==> src/rtl/dmem_arbiter_pkg.sv <==
// Shared definitions for the data-memory arbiter: widths, FSM states and
// the request bundle that is steered onto the single memory port.
package dmem_arbiter_pkg;

    localparam int ADDR_W = 8;
    localparam int DATA_W = 16;

    typedef enum logic [1:0] {
        S_CPU  = 2'd0,
        S_HOST = 2'd1,
        S_ACK  = 2'd2
    } arb_state_e;

    typedef struct packed {
        logic [ADDR_W-1:0] addr;
        logic [DATA_W-1:0] wdata;
        logic              we;
    } mem_req_t;

endpackage

==> src/rtl/dmem_port_mux.sv <==
// 2:1 steering of {addr, wdata, we} onto the memory port. Pure combinational;
// the grant decision lives in dmem_arbiter.
module dmem_port_mux
    import dmem_arbiter_pkg::*;
(
    input  mem_req_t cpu_i,
    input  mem_req_t host_i,
    input  logic     sel_host_i,
    output mem_req_t mem_o
);

    assign mem_o = sel_host_i ? host_i : cpu_i;

endmodule

==> src/rtl/dmem_arbiter.sv <==
// Shares the data-memory port between the MEM stage and the host/debug port.
// CPU has priority; a saturating wait counter forces a host slot after
// MAX_WAIT lost cycles. A host access costs the pipeline one stall cycle.
module dmem_arbiter
    import dmem_arbiter_pkg::*;
#(
    parameter int MAX_WAIT = 4,
    parameter int CNT_W    = 3
) (
    input  logic              clock,
    input  logic              reset,
    input  logic              cpu_req,
    input  logic              cpu_we,
    input  logic [ADDR_W-1:0] cpu_addr,
    input  logic [DATA_W-1:0] cpu_wdata,
    output logic [DATA_W-1:0] cpu_rdata,
    output logic              cpu_stall,
    input  logic              host_req,
    input  logic              host_we,
    input  logic [ADDR_W-1:0] host_addr,
    input  logic [DATA_W-1:0] host_wdata,
    output logic [DATA_W-1:0] host_rdata,
    output logic              host_ack,
    output logic [ADDR_W-1:0] d_addr,
    output logic [DATA_W-1:0] d_dataout,
    input  logic [DATA_W-1:0] d_datain,
    output logic              d_we
);

    localparam logic [CNT_W-1:0] WAIT_MAX = CNT_W'(MAX_WAIT);

    arb_state_e        state_q, state_d;
    logic [CNT_W-1:0]  wait_q, wait_d;
    logic [DATA_W-1:0] host_rdata_q;
    logic              host_sel;
    mem_req_t          cpu_side, host_side, mem_sel;

    assign cpu_side  = '{addr: cpu_addr,  wdata: cpu_wdata,  we: cpu_req & cpu_we};
    assign host_side = '{addr: host_addr, wdata: host_wdata, we: host_we};

    dmem_port_mux u_mux (
        .cpu_i      (cpu_side),
        .host_i     (host_side),
        .sel_host_i (host_sel),
        .mem_o      (mem_sel)
    );

    // Reset gates the write strobe directly so an in-flight host write is
    // dropped the moment reset asserts, not at the next edge.
    assign d_addr     = mem_sel.addr;
    assign d_dataout  = mem_sel.wdata;
    assign d_we       = mem_sel.we & reset;
    assign cpu_rdata  = d_datain;
    assign host_rdata = host_rdata_q;

    // Next-state, wait counter and per-state port control.
    always_comb begin
        state_d   = state_q;
        wait_d    = wait_q;
        host_sel  = 1'b0;
        cpu_stall = 1'b0;
        host_ack  = 1'b0;
        case (state_q)
            S_CPU: begin
                if (host_req) begin
                    if (!cpu_req || wait_q == WAIT_MAX) begin
                        state_d = S_HOST;
                    end else if (wait_q != WAIT_MAX) begin
                        wait_d = wait_q + CNT_W'(1);
                    end
                end else begin
                    wait_d = '0;
                end
            end
            S_HOST: begin
                host_sel  = 1'b1;
                cpu_stall = cpu_req;
                wait_d    = '0;
                state_d   = S_ACK;
            end
            S_ACK: begin
                // No grant here: a request still high next cycle is a new one.
                host_ack = 1'b1;
                state_d  = S_CPU;
            end
            default: begin
                state_d = S_CPU;
                wait_d  = '0;
            end
        endcase
    end

    // State and wait counter registers.
    always_ff @(posedge clock or negedge reset) begin
        if (!reset) begin
            state_q <= S_CPU;
            wait_q  <= '0;
        end else begin
            state_q <= state_d;
            wait_q  <= wait_d;
        end
    end

    // Capture host read data at the end of the host slot; writes leave it alone.
    always_ff @(posedge clock or negedge reset) begin
        if (!reset) begin
            host_rdata_q <= '0;
        end else if (state_q == S_HOST && !host_we) begin
            host_rdata_q <= d_datain;
        end
    end

endmodule

==> config.mk <==
export PLATFORM = sky130hd
export DESIGN_NAME = dmem_arbiter
export DESIGN_NICKNAME = d
export VERILOG_FILES = /design/src/rtl/dmem_arbiter_pkg.sv /design/src/rtl/dmem_port_mux.sv /design/src/rtl/dmem_arbiter.sv
export SDC_FILE = /design/constraint.sdc
export NUM_CORES = 1
export LEC_CHECK = 0
export BUFFER_PORTS_ARGS = -buffer_cell sky130_fd_sc_hd__buf_4
export CAP_MARGIN = 40
export CORE_MARGIN = 1
export CORE_UTILIZATION = 35
export CTS_CLUSTER_SIZE = 25
export DETAILED_ROUTE_END_ITERATION = 7
export GPL_TIMING_DRIVEN = 1
export HOLD_SLACK_MARGIN = 0.06
export PLACE_DENSITY = 0.77
export SLEW_MARGIN = 30
export SYNTH_ARGS = -nofsm -noshare
export SYNTH_HDL_FRONTEND = slang
export SYNTH_HIERARCHICAL = 1
export SYNTH_SLANG_ARGS = --single-unit
==> constraint.sdc <==
create_clock -name clock -period 1.8 [get_ports clock]
set_input_delay 0.36 -clock clock [delete_from_list [all_inputs] [get_ports clock]]
set_output_delay 0.36 -clock clock [all_outputs]
set_load 0.02 [all_outputs]
# == Word-level counts from Yosys, hierarchy flattened ==
# Index checks and enable logic that the tools add are counted.
# op_classes
addsub,1
eq_ne,8
mux,11
n_bitwise,3
n_reduce_logical,7
# ops
op,count
$mux W25,1
$mux W3,3
$ne A3 B3 Y1 const B,3
$pmux W3 S2,1
$mux W2,2
$ne A2 B2 Y1 const B,2
$pmux W2 S2,1
$add A3 B1 Y3 const B,1
$eq A3 B3 Y1 const B,1
$mux W1,3
$reduce_and A3 Y1,1
$and A1 B1 Y1,2
$eq A2 B1 Y1 const B,1
$eq A2 B2 Y1 const B,1
$logic_not A1 Y1,2
$logic_not A2 Y1,1
$reduce_and A2 Y1,1
$logic_and A1 B1 Y1,1
$logic_or A1 B1 Y1,1
$not A1 Y1,1
# word_totals
ff_bits,21
wordCells,33

# == Logic depth before layout (Yosys ltp) ==
# Gate-level depths: netlist (run 1).
# depth
ltp_word,5
depth_mapped,5

# == By module ==
# Netlist (run 1), hierarchy kept.
# by_module_without_submodules
module,n_inst,cells_each,area_per_inst_um2
dmem_arbiter,1,81,1071.0
dmem_port_mux,1,28,407.9

# == Least setup slack after synthesis (run 1) ==
# No wires, ideal clock.
# synth_timing
path_kind,register to output
startpoint,register state_q[0]
endpoint,output port d_we
t_arrival_ns,1.266
t_required_ns,1.440
path_slack_ns,0.174
path_stages_with_launch,5
path_cell_list,dfrtp_1 > nor2b_4 > buf_6 > mux2_2 > and2_1
# synth_rtl
element,line,source
from (decl),dmem_arbiter.sv:32,"arb_state_e state_q, state_d;"
from (signal assigned),dmem_arbiter.sv:99,state_q <= state_d;
to (decl),dmem_arbiter.sv:27,output logic d_we

# == Worst setup path after layout (run 1) ==
# layout_timing
startpoint,register state_q[1]
endpoint,output port d_dataout[4]
# layout_between
elab_chain_cells,3
# layout_lines
element,line,source
$eq A2 B1 Y1,dmem_arbiter.sv:63,case (state_q)
$mux W1,dmem_arbiter.sv:63,
via host_sel,dmem_arbiter.sv:35,logic host_sel;
$mux W25,dmem_port_mux.sv:12,assign mem_o = sel_host_i ? host_i : cpu_i;
to (decl),dmem_arbiter.sv:25,"output logic [DATA_W-1:0] d_dataout,"
# The timed path passes the listed nets, and every way through them passes these cells.

==> results_dict.tcl, run 1 <==
set metrics [dict create \
    power.share.switching_pct 33.1 \
    detailedRoute.firstPassIterationCount 3 \
    end_kind "output pin" \
    post_synth_fa_ha_maj_area_fraction_pct 1.69 \
    worstSetupStartpointType "flip-flop" \
    static_leakage_uw 0.00135 \
    r2r_cells 6 \
    synthSimpleGateAreaFrac_pct 6.18 \
    vias_per_cell 4.59 \
    diodes 0 \
    final_nets 303 \
    flop_to_flop_setup_slack_ns 0.21 \
    final_non_filler_cell_area_um2 2620 \
    gp_routability_congestion 0.669 \
    net-switching-power_uw 658 \
    via_count 1284 \
    die_x_um 67.0 \
    utilization_pct 64.9 \
    die_area_um2 4490 \
    powerDensity_nw_per_um2 761 \
    max_slew.worst_pin.slew_ns 0.322 \
    slew_headroom_pct 78.3 \
    crit_path_cell_trace "nor2b_4 > buf_12 > clkbuf_16 > mux2_4 > buf_6" \
    mappedNetlistArea_um2 1480 \
    grt_start_max_net_pins 22 \
    syn_area_per_cell_um2 13.6 \
    core-area_um2 4030 \
    timing.critical_path.fanout_max 8 \
    grt_pass1_wl_mm 5.40 \
    grt_overflow 0 \
    setup-violations-final 25 \
    report.final.slew_viol_count 0 \
    total_power_uw 1990 \
    worstSkewPairLatency_ns 0.26 \
    cpPeakStageDelay_ns 0.41 \
    synth_net_count 181 \
    dpl_cell_area_um2 2370 \
    starting_density_of_the_core_pct 36.7 \
    regToRegStartpoint "state_q[1]" \
    fin_skew_ns 0.00325 \
    cts_inserted_buffers 3 \
    synth_top_family_by_area "multiplexers" \
    report.final.hold_viol_count 0 \
    drive_gt1_share_pct 80.9 \
    synth_compound_gate_area_share_pct 2.79 \
    post-route-drc-count 0 \
    detailed_place_hpwl_mm 3.07 \
    hold_class "input port to asynchronous set/reset pin" \
    crit-reg2reg-capture "host_rdata[12]" \
    synth_warnings 6 \
    failed_checks "setup timing" \
    seq_power_share_pct 32.9 \
    timing.final.crit_period_ns 1.91 \
    drv.max_cap_violation_count 0 \
    vias_in_the_first_global_route 1194 \
    ant_nets 0 \
    internal_power_contribution_uw 1330 \
    critical_path.startpoint "state_q[1]" \
    synth_seq_cells 21 \
    final_hold_slack_ns 0.0631 \
    clk_root_buffer_cell "clkbuf_8" \
    initialDrtViolationCount 15 \
    cts_tree "done" \
    antenna_found_initial 0 \
    totalWireLength_mm 4.29 \
    synth.distinct_cells 23 \
    timing_worst_setup_path_type "flip-flop to output pin" \
    floorplan.rows 23 \
    cp_data_required_time_ns 1.44 \
    post_synth_xor_area_fraction_pct 0 \
    clock_power_share_pct 15.4 \
    worstPathArrival_ns 1.55 \
    critical_path.slowest_cell "dfrtp_1" \
    max_clock_freq_mhz 525 \
    buffer_ports.inserted 128 \
    ir_drop_uv 473 \
    finalCritPeriodShare_pct 106 \
    die_y_um 67.0 \
    share_comb_of_total_power_pct 51.7 \
    layout.filler_cells 305 \
    outcome "finished, violations left" \
    synth.mux.area_fraction_pct 38.8 \
    io_pins 129 \
    worst_setup_hold_path_clk_slew_ns 0.08 \
    syn_to_final_growth_pct 76.9 \
    synthCells 109 \
    clkSinkCount 21 \
    synth-seq-area-share_pct 35.5 \
    ctsLongestPathBuffers 2 \
    drt-wirelength-per-cell_um 15.3 \
    setup_repair_after_global_routing_missed_its_margin "true" \
    htreeDepth 1 \
    final_critical_path_setup_slack_ns -0.105 \
    grt_util_all_layers_pct 15.9 \
]
==> cells in the mapped netlist <==
master	n	area [um2]
a21oi_1	1	5.00
buf_4	16	120
dfrtp_1	21	526
nor3_1	1	5.00
a21boi_0	1	7.51
nand4b_1	1	8.76
nor2_1	2	7.51
a31oi_1	1	6.26
ha_1	2	25.0
nand3_1	1	5.00
nand2b_1	1	6.26
nor2b_1	1	6.26
buf_6	2	22.5
o22ai_1	1	6.26
mux2_4	30	450
mux2_2	11	124
and2_1	3	18.8
o32ai_1	1	8.76
nor2b_4	2	27.5
buf_12	3	60.1
inv_1	5	18.8
nor4_1	1	6.26
o21a_1	1	7.51
==> power groups by stage <==
stage / logic, uW / registers, uW / clock network [uW]
after floorplan: 412 / 789 / 0
after global placement: 942 / 659 / 0
after detailed placement: 956 / 655 / 0
after CTS: 975 / 654 / 320
after global routing: 1080 / 669 / 342
final: 1030 / 654 / 306
==> worst max path at each step <==
stage	slack (ns)	cells past startpoint	end
floorplan	0.17	4	d_we
global placement	0.16	4	d_dataout[1]
detailed placement	0.16	4	d_dataout[1]
CTS	-0.1	4	d_addr[5]
global route	-0.14	5	d_dataout[4]
finish	-0.11	5	d_dataout[4]
==> state kept, by name, indices dropped and copies added (netlist names) <==
signal and flops:
host_rdata 16, wait_q 3, state_q 2
==> per-stage QoR <==
| stage | cells | setup TNS (ns) | setup WS [ns] |
|---|---|---|---|
| 2_1_floorplan | 109 | 0 | 0.174 |
| 3_3_place_gp | 272 | 0 | 0.165 |
| 3_5_place_dp | 272 | 0 | 0.162 |
| 4_1_cts | 276 | -1.45 | -0.0990 |
| 5_1_grt | 280 | -2.82 | -0.139 |
| 6_report | 280 | -1.87 | -0.105 |
==> critical path, delay by kind of cell, from the launching register on <==
| kind | cells | cell delay (ns) |
|---|---|---|
| simple gates | 1 | 0.14 |
| mux | 1 | 0.31 |
| buf+inv | 3 | 0.43 |
| flops | 1 | 0.41 |
==> per-layer routing <==
metal,vias up,routed length (um),part of all wire [%],global-route usage (%)
met5,-,0,0,0
met4,0,0,0,2.39
met3,0,421,9.8,4.11
met2,79,2350,55,31.5
met1,601,1520,35,16.5
li1,604,-,-,-
==> cells in the final DEF (no fill, tap or decap), types with 2 or more instances in the layout <==
master,Yosys,routed
nor2b_4,2,2
nor2_1,2,2
buf_12,3,3
ha_1,2,2
buf_6,2,25
inv_1,5,5
clkbuf_16,0,2
mux2_2,11,6
clkbuf_8,0,3
dfrtp_1,21,21
buf_4,16,107
mux2_4,30,35
and2_1,3,2
==> final cells by class <==
cell class              instances  area (um2)  area share, %
repair buffers                138        1210           46.2
multi-input cells              62         753           28.8
well taps                      50        62.6           2.39
inverters                       5        18.8          0.717
flip-flops and latches         21         526           20.1
clock inverters                 1        5.00          0.191
clock buffers                   3        41.3           1.58
==> cells by family (layout without fill, tap and decap cells) <==
| logic type | after synthesis | in the layout |
|---|---|---|
| adders and majority gates | 2 | 2 |
| AOI/OAI and AO/OA | 6 | 6 |
| buffers and inverters | 26 | 147 |
| DFF | 21 | 21 |
| muxes | 41 | 41 |
| and+or+nand+nor | 13 | 13 |
==> timing repair <==
item                                    CTS  global route
pin swaps                                 0             1
buffers inserted                          0             2
endpoints found under the setup margin   25            25
gates cloned                              0             2
hold buffers                              0             0
resized for setup                        15            18
Power figures use the tool's default switching activity.
==> run 2: changes to the inputs <==
--- a/config.mk
+++ b/config.mk
@@ -16,2 +16,3 @@
 export PLACE_DENSITY = 0.77
+export SETUP_SLACK_MARGIN = 0.2
 export SLEW_MARGIN = 30
--- a/constraint.sdc
+++ b/constraint.sdc
@@ -3,2 +3,2 @@
 set_output_delay 0.36 -clock clock [all_outputs]
-set_load 0.02 [all_outputs]
+set_load 0.01 [all_outputs]
==> run 2 against run 1 <==
The run still ends with setup timing left. Sequential power about the same. Register-to-register slack about the same. Utilization decreased by 2.8 points. Power decreased by 9.8%. Die area unchanged. Largest cell class unchanged. Largest power group unchanged.
==> results_dict.tcl, run 2 (synthesis results as in run 1) <==
set metrics [dict create \
    timing_worst_setup_path_type "flip-flop to output pin" \
    timing.final.crit_period_ns 1.87 \
    failed_checks "setup timing" \
    gp_routability_congestion 0.668 \
    internal_power_contribution_uw 1290 \
    grt_overflow 0 \
    via_count 1263 \
    power.share.switching_pct 28.1 \
    report.final.hold_viol_count 0 \
    die_y_um 67.0 \
    fin_skew_ns 0.00288 \
    vias_in_the_first_global_route 1169 \
    buffer_ports.inserted 128 \
    seq_power_share_pct 36.4 \
    ctsLongestPathBuffers 2 \
    antenna_found_initial 0 \
    io_pins 129 \
    vias_per_cell 4.56 \
    share_comb_of_total_power_pct 46.6 \
    finalCritPeriodShare_pct 104 \
    hold_class "input port to asynchronous set/reset pin" \
    timing.critical_path.fanout_max 10 \
    worstPathArrival_ns 1.51 \
    setup-violations-final 25 \
    drv.max_cap_violation_count 0 \
    final_nets 300 \
    floorplan.rows 23 \
    ant_nets 0 \
    final_critical_path_setup_slack_ns -0.0712 \
    outcome "finished, violations left" \
    number_of_flip_flops_under_the_largest_register_name 16 \
    die_x_um 67.0 \
    setup_repair_after_global_routing_missed_its_margin "true" \
    total_power_uw 1800 \
    htreeDepth 1 \
    worst_setup_hold_path_clk_slew_ns 0.08 \
    grt_start_max_net_pins 22 \
    core-area_um2 4030 \
    clkSinkCount 21 \
    die_area_um2 4490 \
    powerDensity_nw_per_um2 717 \
    commonest_cells_after_routing_fill_and_taps_aside "buf_4 (116), mux2_4 (34), dfrtp_1 (21)" \
    post-route-drc-count 0 \
    ir_drop_uv 524 \
    worstSkewPairLatency_ns 0.26 \
    final_cells 277 \
    starting_density_of_the_core_pct 36.7 \
    drive_gt1_share_pct 80.6 \
    drt-wirelength-per-cell_um 13.7 \
    flop_to_flop_setup_slack_ns 0.22 \
    max_slew.worst_pin.slew_ns 0.337 \
    detailedRoute.firstPassIterationCount 4 \
    syn_to_final_growth_pct 69.4 \
    grt_pass1_wl_mm 5.23 \
    post_cts_hold_buffer_count 0 \
    cp_data_required_time_ns 1.44 \
    layout.cells.most_common "buf_4" \
    utilization_pct 62.2 \
    layout.filler_cells 328 \
    cts_inserted_buffers 3 \
    net-switching-power_uw 504 \
    report.final.slew_viol_count 0 \
    worstSetupStartpointType "flip-flop" \
    totalWireLength_mm 3.81 \
    max_clock_freq_mhz 534 \
    slew_headroom_pct 77.3 \
    initialDrtViolationCount 16 \
    static_leakage_uw 0.00130 \
    clock_power_share_pct 17.0 \
    cts_tree "done" \
    dp_worst_setup_slack_ns 0.161 \
    clk_root_buffer_cell "clkbuf_8" \
    grt_util_all_layers_pct 15.4 \
    detailed_place_hpwl_mm 3.11 \
    diodes 0 \
    end_kind "output pin" \
    place.detailed.instances 272 \
]
[run 2: cell count changes in the layout (fill, tap and decap cells not counted), sizes merged]
cell / before / now
buf: 136 / 135
clkbuf: 5 / 3
[run 2: worst paths after layout]
path / start / endpoint / depth (start not counted)
worst max-delay path: state_q[1] / d_dataout[1] / 4
worst min-delay path: reset / host_rdata[14] / 2
worst max register to register: state_q[1] / host_rdata[13] / 5
worst min register to register: host_rdata[9] / host_rdata[9] / 1
max in group asynchronous: reset / wait_q[0] / 2
min in group clock: d_datain[15] / host_rdata[15] / 2
[run 2: final cells by class]
| class | instances | area (um2) | share of cell area (%) |
|---|---|---|---|
| well taps | 50 | 62.6 | 2.50 |
| flip-flops and latches | 21 | 526 | 21.0 |
| multi-input cells | 62 | 749 | 29.9 |
| clock inverters | 1 | 5.00 | 0.200 |
| inverters | 5 | 18.8 | 0.749 |
| clock buffers | 3 | 41.3 | 1.65 |
| repair buffers | 135 | 1100 | 44.0 |
[run 2: critical path, stage by stage, from the launching register on]
cell and delay (ns):
dfrtp_1 0.41, nor2b_4 0.17, buf_6 0.19, mux2_2 0.34, buf_4 0.14
[run 2: power groups by stage]
stage	Clock (uW)	Combinational, uW	Sequential (uW)
5_1_grt	340	884	669
2_1_floorplan	0	355	706
3_3_place_gp	0	796	659
4_1_cts	315	841	654
3_5_place_dp	0	813	656
6_report	306	836	653
[run 2: per-layer routing]
metal	routed length, um	global-route usage (%)	vias up	part of all wire [%]
met5	0	0	-	0
met4	0	2.39	0	0
met3	494	4.97	0	13
met2	1990	29.8	79	52
met1	1320	15.9	588	35
li1	-	-	596	-
[run 2: repair_timing]
item                                   4_1_cts  5_1_grt
endpoints found under the hold margin        0        0
setup endpoints to repair                   42       36
pin swaps                                    1        0
buffers inserted                             1        0
resized for setup                           18        4
[run 2: stage by stage]
step | hold WS, ns | setup TNS (ns) | instance area [um2]
3_5_place_dp | 0.354 | 0 | 2370
4_1_cts | 0.0759 | -1.19 | 2490
3_3_place_gp | 0.350 | 0 | 2370
5_1_grt | 0.0860 | -2.39 | 2500
6_report | 0.0675 | -0.869 | 2500
2_1_floorplan | 0.0644 | 0 | 1480
==> run 3: changes to the inputs <==
- BUFFER_PORTS_ARGS: -buffer_cell sky130_fd_sc_hd__buf_4 -> unset
- DONT_BUFFER_PORTS: unset -> 1
- PLACE_DENSITY: 0.77 -> 0.51
- SLEW_MARGIN: 30 -> 20
==> run 3 against run 2 <==
The flow now finishes without violations. Via count down 35%. Die area unchanged. Worst hold slack better by 0.17 ns. Non-clock buffer count down 124. Critical endpoint is now d_dataout[9]. Largest cell class is now multi-input combinational cells. Highest routed layer is now met4.
==> results_dict.tcl, run 3 (synthesis results as in run 1) <==
set metrics [dict create \
    ant_nets 0 \
    ir_drop_uv 388 \
    final_critical_path_setup_slack_ns 0.0334 \
    clk_root_buffer_cell "clkbuf_8" \
    final_non_filler_cell_area_um2 1580 \
    share_comb_of_total_power_pct 27.6 \
    report.final.slew_viol_count 0 \
    syn_to_final_growth_pct 6.51 \
    die_y_um 67.0 \
    fin_skew_ns 0.00233 \
    internal_power_contribution_uw 1000 \
    drv.max_cap_violation_count 0 \
    worstPathArrival_ns 1.41 \
    totalWireLength_mm 2.96 \
    diodes 0 \
    max_slew.worst_pin.slew_ns 0.342 \
    detailedRoute.firstPassIterationCount 4 \
    hold_class "input port to flip-flop" \
    drive_gt1_share_pct 56.3 \
    slew_headroom_pct 77.0 \
    commonest_cells_after_routing_fill_and_taps_aside "mux2_4 (35), dfrtp_1 (21), mux2_2 (6)" \
    flop_to_flop_setup_slack_ns 0.32 \
    worst_setup_hold_path_clk_slew_ns 0.07 \
    worstSkewPairLatency_ns 0.25 \
    powerDensity_nw_per_um2 894 \
    via_count 825 \
    end_kind "output pin" \
    net-switching-power_uw 407 \
    dpl_cell_area_um2 1390 \
    cts_tree "done" \
    timing_worst_setup_path_type "flip-flop to output pin" \
    htreeDepth 1 \
    io_pins 129 \
    core-area_um2 4030 \
    vias_per_cell 5.39 \
    setup-violations-final 0 \
    fin_tns_setup_ns 0 \
    gp_routability_congestion 0.601 \
    initialDrtViolationCount 10 \
    grt_start_max_net_pins 22 \
    post-route-drc-count 0 \
    floorplan.rows 23 \
    timing.final.crit_period_ns 1.77 \
    dp_worst_setup_slack_ns 0.218 \
    finalCritPeriodShare_pct 98.1 \
    static_leakage_uw 0.000705 \
    critical_path.startpoint "state_q[1]" \
    min-delay-start "host_req" \
    detailed_place_hpwl_mm 2.31 \
    layout.cells.most_common "mux2_4" \
    drt-wirelength-per-cell_um 19.4 \
    clkSinkCount 21 \
    starting_density_of_the_core_pct 36.7 \
    setup_repair_after_global_routing_missed_its_margin "true" \
    max_clock_freq_mhz 566 \
    number_of_flip_flops_under_the_largest_register_name 16 \
    die_area_um2 4490 \
    worstHoldPathCells 2 \
    grt_overflow 0 \
    buffer_ports.inserted 0 \
    ctsLongestPathBuffers 2 \
    cp_data_required_time_ns 1.44 \
    r2r_cells 5 \
    power.share.switching_pct 28.9 \
    antenna_found_initial 0 \
    crit-reg2reg-capture "host_rdata[14]" \
    final_nets 176 \
    die_x_um 67.0 \
    clock_power_share_pct 21.5 \
    grt_pass1_wl_mm 3.91 \
    cts_inserted_buffers 3 \
    seq_power_share_pct 50.9 \
    outcome "complete, no violations" \
    grt_util_all_layers_pct 12.3 \
    worstSetupStartpointType "flip-flop" \
    timing.critical_path.fanout_max 7 \
    regToRegStartpoint "state_q[1]" \
    worst_setup_path_endpoint "d_dataout[9]" \
    total_power_uw 1410 \
    report.final.hold_viol_count 0 \
    vias_in_the_first_global_route 834 \
    final_hold_slack_ns 0.241 \
]
==> run 3: power groups by stage <==
stage | Combinational, uW | Sequential [uW] | Clock (uW)
floorplan | 355 | 706 | 0
global placement | 328 | 724 | 0
detailed placement | 341 | 724 | 0
CTS | 356 | 719 | 313
global route | 422 | 732 | 345
finish | 389 | 716 | 303
==> run 3: how the worst min path moves through the flow <==
stage	endpoint	slack (ns)
6_report	state_q[0]	0.24
5_1_grt	host_rdata[15]	0.23
4_1_cts	state_q[0]	0.23
3_5_place_dp	host_rdata[15]	0.07
3_3_place_gp	host_rdata[15]	0.06
2_1_floorplan	host_rdata[0]	0.06
==> run 3: stage by stage <==
step / std cells / utilization (%)
floorplan: 109 / -
global placement: 143 / 34.5
detailed placement: 143 / 34.5
CTS: 149 / 36.3
global route: 153 / 39.1
finish: 153 / 39.1
==> run 3: metal layers <==
layer / vias up / global-route usage (%) / routed length [um]
met5: - / 0 / 0
met4: 0 / 7.45 / 60
met3: 8 / 3.77 / 333
met2: 79 / 23.0 / 1580
met1: 390 / 11.3 / 992
li1: 348 / - / -
==> run 3: critical path, cell delays in order, from the launching register on <==
cell and delay [ns]:
dfrtp_1 0.41, nor2b_4 0.14, buf_12 0.14, clkbuf_16 0.14, mux2_4 0.31
==> run 3: area by class of cell <==
cell class	instances	area [um2]
clock buffer	4	45.0
tap	50	62.6
timing repair buffer	11	168
inverter	5	18.8
fill	384	2450
multi-input combinational	62	756
sequential	21	526
==> run 3: timing repair <==
action	CTS	global route
setup buffers	1	1
pin swaps	0	1
endpoints found under the hold margin	21	0
resized for setup	3	9
cloned	0	2
setup endpoints to repair	25	26
hold buffers	1	0
